<file path="src/rtl/game_pkg.sv">
// Shared definitions for the game referee: action and winner codes, health
// width and referee state encodings.
package game_pkg;

    localparam logic [2:0] ACT_KICK   = 3'b000;
    localparam logic [2:0] ACT_PUNCH  = 3'b001;
    localparam logic [2:0] AWAIT_ACT  = 3'b010;
    localparam logic [2:0] ACT_BLOCK  = 3'b011;
    localparam logic [2:0] ACT_LEFT1  = 3'b100;
    localparam logic [2:0] ACT_LEFT2  = 3'b101;
    localparam logic [2:0] ACT_RIGHT1 = 3'b110;
    localparam logic [2:0] ACT_RIGHT2 = 3'b111;

    localparam int                  HEALTH_W   = 2;
    localparam logic [HEALTH_W-1:0] HEALTH_MAX = 2'b11;

    localparam int TIMER_W = 27;

    typedef enum logic [1:0] {
        WIN_NONE = 2'b00,
        WIN_P1   = 2'b01,
        WIN_P2   = 2'b10,
        WIN_DRAW = 2'b11
    } winner_t;

    typedef enum logic [2:0] {
        ST_IDLE    = 3'd0,
        ST_CLEAR   = 3'd1,
        ST_COLLECT = 3'd2,
        ST_COMMIT  = 3'd3,
        ST_SETTLE  = 3'd4,
        ST_OVER    = 3'd5
    } ref_state_t;

    // Decides a round that ran out of turns with both players still standing.
    function automatic winner_t points_winner(input logic [HEALTH_W-1:0] h1,
                                              input logic [HEALTH_W-1:0] h2);
        if (h1 > h2)
            return WIN_P1;
        else if (h2 > h1)
            return WIN_P2;
        else
            return WIN_DRAW;
    endfunction

endpackage

</file>
<file path="src/rtl/game_referee_turn_timer.sv">
// Per-turn deadline: down-counter reloaded by clear, expire high on the last
// tick of the turn.
module turn_timer
    import game_pkg::*;
#(
    parameter int TURN_TICKS = 50_000_000
) (
    input  logic clk,
    input  logic reset,
    input  logic clear,
    output logic expire
);

    localparam logic [TIMER_W-1:0] RELOAD = TIMER_W'(TURN_TICKS - 1);

    logic [TIMER_W-1:0] count;

    // NOTE: sequential state uses non-blocking assignments so every register
    // samples pre-edge values, independent of block ordering.
    always_ff @(posedge clk or negedge reset) begin
        if (!reset)
            count <= RELOAD;
        else if (clear)
            count <= RELOAD;
        else if (count != '0)
            count <= count - 1'b1;
    end

    assign expire = (count == '0);

endmodule

</file>
<file path="src/rtl/game_referee.sv">
// Turn controller for two players: collects actions, commits them with a
// one-cycle strobe, then judges health to continue or end the round.
module game_referee
    import game_pkg::*;
#(
    parameter int TURN_TICKS = 50_000_000,
    parameter int MAX_TURNS  = 99
) (
    input  logic                clk,
    input  logic                reset,
    input  logic                start,
    input  logic                p1_ready,
    input  logic                p2_ready,
    input  logic [2:0]          p1_sw,
    input  logic [2:0]          p2_sw,
    input  logic [HEALTH_W-1:0] health1,
    input  logic [HEALTH_W-1:0] health2,
    output logic [2:0]          action1,
    output logic [2:0]          action2,
    output logic                actionEnable,
    output logic                round_reset,
    output logic                isGameOver,
    output logic [1:0]          winner,
    output logic [7:0]          turn_count
);

    localparam logic [8:0] MAX_TURNS_W = 9'(MAX_TURNS);

    ref_state_t state;
    logic       p1_latched, p2_latched;
    logic [2:0] p1_act, p2_act;
    logic       timer_clear, timer_expire;

    logic       p1_take, p2_take, both_done;
    logic [2:0] p1_act_nxt, p2_act_nxt;
    logic [7:0] turn_inc;
    logic       settle_over;
    winner_t    settle_winner;

    assign timer_clear = (state != ST_COLLECT);

    turn_timer #(.TURN_TICKS(TURN_TICKS)) u_turn_timer (
        .clk    (clk),
        .reset  (reset),
        .clear  (timer_clear),
        .expire (timer_expire)
    );

    // NOTE: every always_comb output gets a default first so no path can
    // leave it unassigned and infer a latch.
    always_comb begin
        p1_take       = (state == ST_COLLECT) && p1_ready && !p1_latched;
        p2_take       = (state == ST_COLLECT) && p2_ready && !p2_latched;
        p1_act_nxt    = p1_take ? p1_sw : p1_act;
        p2_act_nxt    = p2_take ? p2_sw : p2_act;
        both_done     = (p1_latched || p1_take) && (p2_latched || p2_take);
        turn_inc      = (turn_count == 8'hFF) ? turn_count : turn_count + 8'd1;
        settle_over   = 1'b1;
        settle_winner = WIN_NONE;
        if (health1 == '0 && health2 == '0)
            settle_winner = WIN_DRAW;
        else if (health1 == '0)
            settle_winner = WIN_P2;
        else if (health2 == '0)
            settle_winner = WIN_P1;
        else if ({1'b0, turn_count} + 9'd1 == MAX_TURNS_W)
            settle_winner = points_winner(health1, health2);
        else
            settle_over = 1'b0;
    end

    // Outputs are set on the transition into the state they belong to, so they
    // are registered yet line up exactly with the state.
    always_ff @(posedge clk or negedge reset) begin
        if (!reset) begin
            state        <= ST_IDLE;
            action1      <= AWAIT_ACT;
            action2      <= AWAIT_ACT;
            actionEnable <= 1'b0;
            round_reset  <= 1'b0;
            isGameOver   <= 1'b0;
            winner       <= WIN_NONE;
            turn_count   <= 8'd0;
            p1_latched   <= 1'b0;
            p2_latched   <= 1'b0;
            p1_act       <= AWAIT_ACT;
            p2_act       <= AWAIT_ACT;
        end else begin
            actionEnable <= 1'b0;
            round_reset  <= 1'b0;
            case (state)
                ST_IDLE, ST_OVER: begin
                    if (start) begin
                        state       <= ST_CLEAR;
                        round_reset <= 1'b1;
                        turn_count  <= 8'd0;
                        winner      <= WIN_NONE;
                        isGameOver  <= 1'b0;
                    end
                end
                ST_CLEAR: begin
                    state      <= ST_COLLECT;
                    p1_latched <= 1'b0;
                    p2_latched <= 1'b0;
                    p1_act     <= AWAIT_ACT;
                    p2_act     <= AWAIT_ACT;
                end
                ST_COLLECT: begin
                    p1_latched <= p1_latched || p1_take;
                    p2_latched <= p2_latched || p2_take;
                    p1_act     <= p1_act_nxt;
                    p2_act     <= p2_act_nxt;
                    // A confirmation arriving on the timeout cycle still counts.
                    if (both_done || timer_expire) begin
                        state        <= ST_COMMIT;
                        action1      <= p1_act_nxt;
                        action2      <= p2_act_nxt;
                        actionEnable <= 1'b1;
                    end
                end
                ST_COMMIT: begin
                    state <= ST_SETTLE;
                end
                ST_SETTLE: begin
                    turn_count <= turn_inc;
                    p1_latched <= 1'b0;
                    p2_latched <= 1'b0;
                    p1_act     <= AWAIT_ACT;
                    p2_act     <= AWAIT_ACT;
                    if (settle_over) begin
                        state      <= ST_OVER;
                        isGameOver <= 1'b1;
                        winner     <= settle_winner;
                    end else begin
                        state <= ST_COLLECT;
                    end
                end
                default: begin
                    state <= ST_IDLE;
                end
            endcase
        end
    end

endmodule

</file>
<file path="config.mk">
export PLATFORM = sky130hd
export DESIGN_NAME = game_referee
export DESIGN_NICKNAME = d
export VERILOG_FILES = /design/src/rtl/game_pkg.sv /design/src/rtl/game_referee_turn_timer.sv /design/src/rtl/game_referee.sv
export SDC_FILE = /design/constraint.sdc
export NUM_CORES = 1
export LEC_CHECK = 0
export ABC_AREA = 1
export BUFFER_PORTS_ARGS = -buffer_cell sky130_fd_sc_hd__buf_4
export CAP_MARGIN = 20
export CORE_UTILIZATION = 24
export DETAILED_ROUTE_END_ITERATION = 8
export HOLD_SLACK_MARGIN = 0.02
export PLACE_DENSITY = 0.37
export SYNTH_ARGS = -nofsm -noshare
export SYNTH_HDL_FRONTEND = slang
export SYNTH_SLANG_ARGS = --single-unit
</file>
<file path="constraint.sdc">
create_clock -name clk -period 2.2 [get_ports clk]
set_clock_uncertainty 0.2 [all_clocks]
set_input_delay 0.22 -clock clk [delete_from_list [all_inputs] [get_ports clk]]
set_output_delay 0.22 -clock clk [all_outputs]
set_load 0.005 [all_outputs]
</file>
Word level (Yosys, flattened, before mapping):

Cells that the tools add are included.

* muxes and demuxes: 35
* reduce and logical (&&, ||, !) cells: 25
* order comparisons: 2
* equality and inequality tests: 12
* $add $sub $neg: 3

Operators by type and width (count)
* $mux W27: 2
* $logic_not A27 Y1: 1
* $reduce_bool A27 Y1: 1
* $sub A27 B1 Y27 const B: 1
* $mux W8: 2
* $pmux W8 S2: 1
* $mux W3: 5
* $pmux W3 S5: 1
* $mux W2: 7
* $pmux W3 S2: 2
* $mux W1: 11
* $add A8 B1 Y9 const B: 1
* $eq A9 B7 Y1 const B: 1
* $add A8 B1 Y8 const B: 1
* $eq A8 B8 Y1 const B: 1
* $eq A3 B2 Y1 const B: 2
* $eq A3 B3 Y1 const B: 2
* $logic_and A1 B1 Y1: 6
* $ne A2 B2 Y1 const B: 3
* $pmux W1 S2: 3
* $reduce_and A3 Y1: 2
* $reduce_bool A2 Y1: 3
* $gt A2 B2 Y1: 2
* $logic_not A2 Y1: 2
* other kinds (9): 14

* logic and storage cells: 90
* bits in registers: 57

Longest topological paths before layout:

Gate-level depths: netlist of run 1.

* depth in word-level cells: 9
* mapped depth: 12

Modules after synthesis:

From an unflattened synthesis of run 1, not the netlist that was laid out.

* cell total of the unflattened synthesis: 465
* area total of the unflattened synthesis: 3402.0 um2

Modules (own cells, without submodules)
* turn_timer: area an instance 1793.0 um2, times used 1, cells an instance 275
* game_referee: area an instance 1609.0 um2, times used 1, cells an instance 190

Worst setup path after synthesis of run 1:

Ideal clock, no wire load.

* kind: register to register
* start point: register u_turn_timer.count[0]
* end point: register action1[0]
* buffers on the path: 1
* data arrival time: 1554 ps
* stages on the path, launching flop included: 13
* library setup time: 121 ps
* slack: 325 ps
* path through: dfstp_2 -> inv_1 -> ha_1 -> inv_2 -> nor2_4 -> nand2_4 -> nor2_4 -> nand3_2 -> nand2_2 -> nand2_2 -> buf_6 -> nand2_1 -> o21ai_2

* longest elaborated chain between the ends: 3

RTL lines
* start: declaration: line game_referee_turn_timer.sv:16 `logic [TIMER_W-1:0] count;`
* start signal: assignment: line game_referee_turn_timer.sv:26 `count <= count - 1'b1;`
* $logic_not A27 Y1: line game_referee_turn_timer.sv:29 `assign expire = (count == '0);`
* $logic_or A1 B1 Y1: line game_referee.sv:114 `if (both_done || timer_expire) begin`
* $reduce_and A2 Y1 (no source line)
* end signal: assignment: line game_referee.sv:116 `action1 <= p1_act_nxt;`
* end: declaration: line game_referee.sv:18 `output logic [2:0] action1,`

Every way passes these cells.
A chain may end at the register's enable or synchronous reset.

Worst setup path after layout of run 1:

* start point: register u_turn_timer.count[0]
* end point: register u_turn_timer.count[14]

* longest elaborated chain between the ends: 3
* elaborated cells on any way between the ends: 5
* classes of those cells: add/sub: 1; mux: 2; reduce/logical: 2

RTL lines
* $sub A27 B1 Y27: line game_referee_turn_timer.sv:26
* $mux W27: line game_referee_turn_timer.sv:25 `else if (count != '0)`
* $mux W27: line game_referee_turn_timer.sv:23 `else if (clear)`

Parallel ways exist; a longest one is shown, timed or not. The select of a mux whose other input is x is not followed.

==> results.txt, run 1 <==
----------------------------------------------------
[Global route]
  Pin count of the biggest net entering global routing ... 58
  Global router's overall resource usage ... 13.6%
  Initial antenna violation count ... 0
  Via count of the first global-routing pass ... 2783
  First-pass GRT wire length ... 14.5 mm
  Total gr overflow ... 0

[Timing]
  Fin. Hold Viols ... 0
  Min Clock Period, post-route ... 1.97 ns
  Final number of max-transition violations ... 0
  Transition at the pin with the smallest max-transition slack ... 0.818 ns
  Maximum operating frequency ... 507 MHz
  Total negative slack for setup checks ... 0 ns
  Number of failing setup endpoints in the final timing report ... 0
  Share of the clock period used by the worst path ... 89.7%
  Setup repair after global routing missed its margin ... false
  Worst slew slack as a fraction of its limit ... 45.5%

[Critical path]
  Library cell contributing the largest single delay on the critical path ... sky130_fd_sc_hd__dfstp_2
  Number of buffer and inverter instances along the worst setup path ... 4
  Required arrival time at the worst endpoint ... 2.27 ns
  Critical path launch point type ... register
  CP arrival ... 2.04 ns
  Largest fanout of any net on the critical path ... 5
  Category of the most critical setup path ... reg2reg
  Cell family with the largest share of critical-path delay ... simple AND/OR/NAND/NOR gates
  Worst path most repeated cell ... sky130_fd_sc_hd__inv_1
  Ordered list of cells on the worst path ... inv_1, ha_2, inv_2, nor2_4, nand2_4, nor2_4, nand3_2, inv_1, nor2_1, a31oi_1, inv_1
  Sort of element at the end of the critical path ... register
  Largest stage delay on the critical path ... 0.38 ns

[Clocking]
  Clock latency reported for the late side of the worst-skew pair ... 0.34 ns
  Clock edge transition at the registers on the reported setup and hold paths ... 0.06 ns
  Depth of the CTS H-tree ... 3
  Buffer depth of the longest clock path ... 2
  # clock sinks ... 57
  CTS tree ... done
  Setup Fix Bufs, Post-CTS ... 0
  Cts bufs inserted ... 9
  Root buffer cell ... sky130_fd_sc_hd__clkbuf_16

[Synth]
  Post-synthesis simple-gate area fraction ... 29.9%
  Synthesized instance count ... 413
  Area share of the leading cell type in the synthesized netlist ... 27.3%
  Ranking of synthesized cells by area ... sky130_fd_sc_hd__dfrtp_1 27%, sky130_fd_sc_hd__dfstp_2 18%, sky130_fd_sc_hd__nand2_1 11%, sky130_fd_sc_hd__inv_1 7.4%, sky130_fd_sc_hd__nor2_1 6.1%
  Count of synthesis-stage warnings from yosys ... 0
  Mux share of post-synthesis cell area ... 1.87%
  Largest family of logic cells by synthesized area ... simple AND/OR/NAND/NOR gates
  Distinct cells, synth ... 36
  Sequential share of the synthesized area ... 45.4%
  Fraction of the mapped netlist area in compound gates ... 9.88%
  Yosys top cell by area ... sky130_fd_sc_hd__dfrtp_1
  Synth async-reset ratio ... 100%
  Total nets after synthesis ... 433
  EDFF count, synth ... 0
  Seq cells post-synth ... 57
  Synthesized area per cell ... 7.76 um^2
  Most instantiated flip-flop cell in the synthesis netlist ... sky130_fd_sc_hd__dfrtp_1
  Adder-cell share of the synthesized area ... 1.95%
  Xor-xnor portion of the synthesized cell area ... 1.91%
  Total standard cell area after synthesis ... 3210 um^2

[Die]
  Width of the die ... 118 um
  Total number of placement rows ... 41
  Die H ... 118 um
  Core box area ... 12800 um^2
  Io pins ... 34
  Area of the die ... 13800 um^2
  Initial cell density of the core ... 25.0%

[Route]
  DR pass1 iterations ... 4
  Vias per Instance ... 4.33
  Post-route ant nets ... 0
  Final routed DRC violation total ... 0
  DR iter-0 viols ... 120
  Wire length per cell ... 13.2 um
  Via count ... 2789
  Aggregate routed wire length ... 8.53 mm

[Layout]
  Post-layout nets ... 487
  Fraction of layout instances using a drive strength above 1 ... 22.7%
  Fillcell total ... 1423
  Number of antenna repair diodes ... 0
  Number of non-filler instances in the completed layout ... 644
  Most common cell after layout, fill and taps aside ... sky130_fd_sc_hd__nand2_1
  Final core utilization ... 32.0%
  Area growth, synth to finish ... 28.0%
  Commonest cells after routing, fill and taps aside ... 94 x sky130_fd_sc_hd__nand2_1, 63 x sky130_fd_sc_hd__inv_1, 52 x sky130_fd_sc_hd__nor2_1

[Status]
  Status ... finished, final reports clean

[Place]
  Placer Congestion ... 0.784
  Placed instance count ... 618
  IO Port Bufs ... 33
  DP Wirelength ... 6.21 mm

[Power]
  Static leakage ... 1.94 nW
  Pwr/cell area ... 946 nW/um^2
  VDD IR-drop max ... 0.638 mV

[Hold path]
  Min-Delay Path Class ... in2reg

[Run]
  Count of max-cap constraint violations ... 0

----------------------------------------------------
[metal layers]
metal	wire, um	vias to the layer above	part of all wire, %	track usage [%]
met3	340	7	4.0	4.41
met5	0	-	0	0
met1	3930	1303	46	16.7
met2	4160	44	49	22.7
met4	99	0	1.2	4.09
li1	-	1435	-	-
[cell type report]
| class | instances | area, um^2 | share of cell area, % |
|---|---|---|---|
| clock inverters | 7 | 101 | 2.47 |
| clock buffers | 9 | 225 | 5.49 |
| inverters | 68 | 255 | 6.22 |
| repair buffers | 48 | 385 | 9.39 |
| multi-input cells | 283 | 1470 | 35.8 |
| flip-flops and latches | 57 | 1450 | 35.4 |
| well taps | 172 | 215 | 5.24 |
[power by group]
| part | switching (W) | leakage, nW | internal, W |
|---|---|---|---|
| Clock | 0.000548 | 0.153 | 0.00100 |
| Combinational | 0.000573 | 1.08 | 0.000368 |
| Sequential | 0.000118 | 0.709 | 0.00127 |
[tightest hold or removal path: stages]
cell	delay, ns
sky130_fd_sc_hd__buf_4	0.08
sky130_fd_sc_hd__nor2_1	0.04
sky130_fd_sc_hd__inv_1	0.06
sky130_fd_sc_hd__o21ai_0	0.08
sky130_fd_sc_hd__nand2_1	0.05
sky130_fd_sc_hd__nand2_1	0.04
[cell families (layout without fill, tap and decap cells)]
| kind of cell | count (synthesis) | after routing |
|---|---|---|
| multiplexers | 6 | 6 |
| AND/OR/NAND/NOR | 213 | 213 |
| AO/OA/AOI/OAI | 52 | 52 |
| adder cells (fa/ha/maj) | 5 | 5 |
| flip-flops | 57 | 57 |
| XOR/XNOR | 7 | 7 |
| buffers and inverters | 73 | 132 |
[state kept, by name, summed over array words and instances, names as in the netlist]
| name | flops |
|---|---|
| action1 | 3 |
| winner | 2 |
| actionEnable | 1 |
| p1_act | 3 |
| p2_act | 3 |
| state | 3 |
| turn_count | 8 |
| round_reset | 1 |
| isGameOver | 1 |
| u_turn_timer.count | 27 |
| p1_latched | 1 |
| action2 | 3 |
| p2_latched | 1 |
[synthesized netlist by cell type (5+ instances only)]
| cell | instances |
|---|---|
| sky130_fd_sc_hd__nand2_1 | 94 |
| sky130_fd_sc_hd__inv_1 | 63 |
| sky130_fd_sc_hd__nor2_1 | 52 |
| sky130_fd_sc_hd__dfrtp_1 | 35 |
| sky130_fd_sc_hd__nand3_1 | 25 |
| sky130_fd_sc_hd__dfstp_2 | 22 |
| sky130_fd_sc_hd__o21ai_0 | 18 |
| sky130_fd_sc_hd__nor3_1 | 9 |
| sky130_fd_sc_hd__a21oi_1 | 6 |
| sky130_fd_sc_hd__mux2i_1 | 6 |
| sky130_fd_sc_hd__nand2_2 | 6 |
| sky130_fd_sc_hd__nor2_2 | 6 |
| sky130_fd_sc_hd__xor2_1 | 6 |
| sky130_fd_sc_hd__ha_1 | 5 |
| sky130_fd_sc_hd__inv_2 | 5 |
| sky130_fd_sc_hd__nand4_1 | 5 |
| sky130_fd_sc_hd__o21ai_1 | 5 |
[repair_timing]
item                                    CTS  global route
endpoints found under the setup margin    0             8
endpoints found under the hold margin    50             0
hold buffers                             10             0
gates resized for setup                   0             2
[worst paths after layout]
| path | startpoint | depth (start not counted) | end | slack, ns |
|---|---|---|---|---|
| max | u_turn_timer.count[0]$_DFFE_PN1P_ | 11 | u_turn_timer.count[14]$_DFFE_PN1P_ | 0.23 |
| min | health2[0] | 6 | winner[0]$_DFFE_PN0P_ | 0.08 |
| max reg2reg | u_turn_timer.count[0]$_DFFE_PN1P_ | 11 | u_turn_timer.count[14]$_DFFE_PN1P_ | 0.23 |
| min reg2reg | action2[1]$_DFFE_PN1P_ | 2 | action2[1]$_DFFE_PN1P_ | 0.28 |
| max in group asynchronous | reset | 2 | u_turn_timer.count[8]$_DFFE_PN0P_ | 0.93 |
| min in group asynchronous | reset | 2 | u_turn_timer.count[9]$_DFFE_PN0P_ | 0.28 |
[stage by stage]
step	hold slack, ns	cell area, um^2	power, W	setup slack, ns
2_1_floorplan	-0.276	3210	0.00196	0.325
3_3_place_gp	0.168	3670	0.00234	0.165
3_5_place_dp	0.167	3670	0.00235	0.123
4_1_cts	0.0736	4100	0.00396	0.115
5_1_grt	0.145	4100	0.00415	0.0315
6_report	0.0834	4100	0.00388	0.228
No activity file was read; power rests on OpenSTA's default activity.
==> inputs of run 2 (changes only) <==
- ABC_AREA: 1 -> default
- CTS_CLUSTER_DIAMETER: default -> 100
==> run 2 against run 1 <==
The flow now finishes with violations (setup timing); critical endpoint is now action1[0]$_DFFE_PN0P_; setup slack worse by 0.32 ns; sequential share of layout area is 4.6 points lower; critical path type unchanged; register-to-register slack lost 0.32 ns; final cell count down 5.7%; design area grew 15%; sequential cell count did not move.
==> results.txt, run 2 <==
----------------------------------------------------
[Synth]
  Synth async-reset ratio ... 100% (unchanged)
  Area share of the leading cell type in the synthesized netlist ... 28.2% (was 27.3%)
  Distinct cells, synth ... 56 (was 36)
  Ranking of synthesized cells by area ... sky130_fd_sc_hd__dfrtp_1 28%, sky130_fd_sc_hd__dfstp_2 19%, sky130_fd_sc_hd__mux2_2 4.4%, sky130_fd_sc_hd__o21ai_0 4.0%, sky130_fd_sc_hd__a21oi_1 3.5% (was sky130_fd_sc_hd__dfrtp_1 27%, sky130_fd_sc_hd__dfstp_2 18%, sky130_fd_sc_hd__nand2_1 11%, sky130_fd_sc_hd__inv_1 7.4%, sky130_fd_sc_hd__nor2_1 6.1%)
  Total standard cell area after synthesis ... 3100 um^2 (was 3210 um^2)
  Seq cells post-synth ... 57 (unchanged)
  Most frequent cell after synthesis ... sky130_fd_sc_hd__dfrtp_1 (was sky130_fd_sc_hd__nand2_1)
  Synthesized instance count ... 316 (was 413)
  Most instantiated flip-flop cell in the synthesis netlist ... sky130_fd_sc_hd__dfrtp_1 (unchanged)
  Count of synthesis-stage warnings from yosys ... 0 (unchanged)
  Ranking of synthesized cells by instance count ... 35 x sky130_fd_sc_hd__dfrtp_1, 25 x sky130_fd_sc_hd__o21ai_0, 22 x sky130_fd_sc_hd__a21oi_1, 22 x sky130_fd_sc_hd__dfstp_2, 22 x sky130_fd_sc_hd__nand2_1 (was 94 x sky130_fd_sc_hd__nand2_1, 63 x sky130_fd_sc_hd__inv_1, 52 x sky130_fd_sc_hd__nor2_1)
  Sequential share of the synthesized area ... 46.9% (was 45.4%)
  Total nets after synthesis ... 336 (was 433)
  Synthesized area per cell ... 9.82 um^2 (was 7.76 um^2)
  EDFF count, synth ... 0 (unchanged)
  Yosys top cell by area ... sky130_fd_sc_hd__dfrtp_1 (unchanged)

[Layout]
  Fillcell total ... 1294 (was 1423)
  Number of non-filler instances in the completed layout ... 607 (was 644)
  Largest reg by FF count ... u_turn_timer.count (unchanged)
  Area growth, synth to finish ... 52.0% (was 28.0%)
  Largest registers ... u_turn_timer.count x27, turn_count x8 (unchanged)
  Max reg flops ... 27 (unchanged)
  Number of antenna repair diodes ... 0 (unchanged)
  Commonest cells after routing, fill and taps aside ... 102 x sky130_fd_sc_hd__buf_4, 35 x sky130_fd_sc_hd__dfrtp_1, 24 x sky130_fd_sc_hd__o21ai_0 (was 94 x sky130_fd_sc_hd__nand2_1, 63 x sky130_fd_sc_hd__inv_1, 52 x sky130_fd_sc_hd__nor2_1)
  Post-layout nets ... 450 (was 487)
  Fraction of layout instances using a drive strength above 1 ... 45.5% (was 22.7%)
  Most common cell after layout, fill and taps aside ... sky130_fd_sc_hd__buf_4 (was sky130_fd_sc_hd__nand2_1)

[Hold path]
  Hold path start ... p2_ready (was health2[0])
  Hold Path Cell Cnt ... 3 (was 6)
  Min-Delay Path Class ... in2reg (unchanged)
  Endpoint of the worst hold path ... p2_latched$_DFFE_PN0P_ (was winner[0]$_DFFE_PN0P_)

[Route]
  Via count ... 2859 (was 2789)
  Vias per Instance ... 4.71 (was 4.33)
  DR iter-0 viols ... 62 (was 120)
  Wire length per cell ... 14.2 um (was 13.2 um)
  DR pass1 iterations ... 4 (unchanged)
  Final routed DRC violation total ... 0 (unchanged)
  Post-route ant nets ... 0 (unchanged)
  Aggregate routed wire length ... 8.60 mm (was 8.53 mm)

[Place]
  Placer Congestion ... 0.755 (was 0.784)
  DP Wirelength ... 5.91 mm (was 6.21 mm)
  IO Port Bufs ... 33 (unchanged)
  Placed instance count ... 579 (was 618)

[Timing]
  Number of failing setup endpoints in the final timing report ... 10 (was 0)
  Total negative slack for setup checks ... -0.579 ns (was 0 ns)
  Setup repair after global routing missed its margin ... true (was false)
  Fin. Hold Viols ... 0 (unchanged)
  Worst hold slack after final layout ... 0.0326 ns (was 0.0834 ns)
  Transition at the pin with the smallest max-transition slack ... 0.541 ns (was 0.818 ns)
  Maximum operating frequency ... 437 MHz (was 507 MHz)
  Worst setup margin ... -0.0883 ns (was 0.228 ns)
  Final number of max-transition violations ... 0 (unchanged)
  Worst slew slack as a fraction of its limit ... 63.9% (was 45.5%)
  Share of the clock period used by the worst path ... 104% (was 89.7%)
  Min Clock Period, post-route ... 2.29 ns (was 1.97 ns)

[Power]
  Static leakage ... 1.97 nW (was 1.94 nW)
  VDD IR-drop max ... 0.485 mV (was 0.638 mV)
  Overall power after layout ... 0.00413 W (was 0.00388 W)
  Pwr/cell area ... 876 nW/um^2 (was 946 nW/um^2)

[Critical path]
  Largest fanout of any net on the critical path ... 7 (was 5)
  Worst flop-to-flop path endpoint ... action1[0]$_DFFE_PN0P_ (was u_turn_timer.count[14]$_DFFE_PN1P_)
  Category of the most critical setup path ... reg2reg (unchanged)
  Reg-to-reg startpoint ... u_turn_timer.count[5]$_DFFE_PN1P_ (was u_turn_timer.count[0]$_DFFE_PN1P_)
  Worst Reg-to-Reg Cells ... 6 (was 11)
  Required arrival time at the worst endpoint ... 2.22 ns (was 2.27 ns)
  CP arrival ... 2.31 ns (was 2.04 ns)
  Reg-to-reg slack, setup ... -0.09 ns (was 0.23 ns)
  First element of the critical path ... u_turn_timer.count[5]$_DFFE_PN1P_ (was u_turn_timer.count[0]$_DFFE_PN1P_)
  Critical path launch point type ... register (unchanged)
  Sort of element at the end of the critical path ... register (unchanged)

[Die]
  Initial cell density of the core ... 24.6% (was 25.0%)
  Io pins ... 34 (unchanged)
  Core box area ... 12600 um^2 (was 12800 um^2)
  Die H ... 116 um (was 118 um)
  Area of the die ... 13400 um^2 (was 13800 um^2)
  Total number of placement rows ... 41 (unchanged)
  Width of the die ... 116 um (was 118 um)

[Global route]
  Total gr overflow ... 0 (unchanged)
  First-pass GRT wire length ... 14.1 mm (was 14.5 mm)
  Via count of the first global-routing pass ... 2836 (was 2783)
  Pin count of the biggest net entering global routing ... 40 (was 58)
  Initial antenna violation count ... 0 (unchanged)
  Global router's overall resource usage ... 14.1% (was 13.6%)

[Run]
  Count of max-cap constraint violations ... 0 (unchanged)

[Status]
  Status ... finished, violations left (was finished, final reports clean)
  Violations in the final reports ... setup timing

[Clocking]
  # clock sinks ... 57 (unchanged)
  Cts bufs inserted ... 9 (unchanged)
  Depth of the CTS H-tree ... 3 (unchanged)
  Buffer depth of the longest clock path ... 2 (unchanged)
  Clock edge transition at the registers on the reported setup and hold paths ... 0.05 ns (was 0.06 ns)
  CTS tree ... done (unchanged)
  Clock latency reported for the late side of the worst-skew pair ... 0.33 ns (was 0.34 ns)
  Root buffer cell ... sky130_fd_sc_hd__clkbuf_16 (unchanged)

----------------------------------------------------
run 2: cell types whose count changed in the layout (fill, tap and decap cells not counted), moves of 6 or more:
cell                      delta
sky130_fd_sc_hd__o31ai_1     +6
sky130_fd_sc_hd__mux2_2      +8
sky130_fd_sc_hd__nand3_1    -14
sky130_fd_sc_hd__inv_1      -54
sky130_fd_sc_hd__nor2_1     -39
sky130_fd_sc_hd__buf_4      +64
sky130_fd_sc_hd__a21oi_1    +13
sky130_fd_sc_hd__or4_1       +9
sky130_fd_sc_hd__nor2_2      -6
sky130_fd_sc_hd__nand2_1    -72
sky130_fd_sc_hd__mux2i_1     -6
sky130_fd_sc_hd__o21ai_0     +6
sky130_fd_sc_hd__or3_1       +9
run 2: final cells by class:
cell class              count  area, um^2  share of cell area [%]
multi-input cells         236        1750                    37.2
flip-flops and latches     57        1450                    30.8
repair buffers            117         930                    19.7
clock buffers              11         253                    5.36
well taps                 172         215                    4.56
clock inverters             5        77.6                    1.65
inverters                   9        33.8                   0.717
run 2: critical path: stages (launching register included):
cell	delay (ns)
sky130_fd_sc_hd__dfstp_2	0.36
sky130_fd_sc_hd__or3_4	0.38
sky130_fd_sc_hd__or2_4	0.27
sky130_fd_sc_hd__or3_4	0.36
sky130_fd_sc_hd__a21oi_4	0.16
sky130_fd_sc_hd__buf_12	0.14
sky130_fd_sc_hd__mux2_4	0.30
run 2: cell families after synthesis:
kind of cell / count (synthesis) / synth area share [%]
multiplexers: 12 / 4.36
flip-flops: 57 / 46.9
adder cells (fa/ha/maj): 5 / 2.02
AO/OA/AOI/OAI: 91 / 19.6
AND/OR/NAND/NOR: 120 / 21.8
XOR/XNOR: 8 / 2.26
buffers and inverters: 23 / 3.11
run 2: how the worst max path moves through the flow:
stage                                                     to  slack, ns  cells past startpoint
after floorplan                       action1[0]$_DFFE_PN0P_      -0.15                      6
after global placement                action2[1]$_DFFE_PN1P_      -0.15                      5
after detailed placement              action1[1]$_DFFE_PN1P_      -0.17                      5
after CTS                             action1[0]$_DFFE_PN0P_      -0.11                      6
after global routing      u_turn_timer.count[16]$_DFFE_PN0P_      -0.14                      6
final                                 action1[0]$_DFFE_PN0P_      -0.09                      6
run 2: per-layer routing:
metal / vias to the layer above / GRT usage, % / wire length [um]
met5: - / 0 / 0
met4: 0 / 8.38 / 187
met3: 14 / 2.67 / 203
met2: 42 / 22.2 / 3970
met1: 1384 / 18.1 / 4240
li1: 1419 / - / -
run 2: per-stage QoR:
| step | util [%] | instance area, um^2 | setup WS, ns |
|---|---|---|---|
| finish | 37.4 | 4710 | -0.0883 |
| global route | 37.4 | 4710 | -0.143 |
| CTS | 36.5 | 4600 | -0.115 |
| detailed placement | 32.4 | 4090 | -0.171 |
| global placement | 32.4 | 4090 | -0.152 |
| floorplan | - | 3140 | -0.146 |
run 2: timing repair:
| item | in CTS | in global routing |
|---|---|---|
| endpoints found under the setup margin | 21 | 31 |
| buffers inserted | 2 | 0 |
| pin swaps | 7 | 5 |
| cloned | 2 | 0 |
| hold buffers | 8 | 0 |
| gates resized for setup | 15 | 23 |
| endpoints found under the hold margin | 30 | 0 |
run 2: power breakdown:
part	internal [W]	switching, W	leakage (nW)	total [W]
registers	0.00125	0.000138	0.702	0.00139
clock network	0.00105	0.000500	0.162	0.00155
logic	0.000609	0.000588	1.11	0.00120
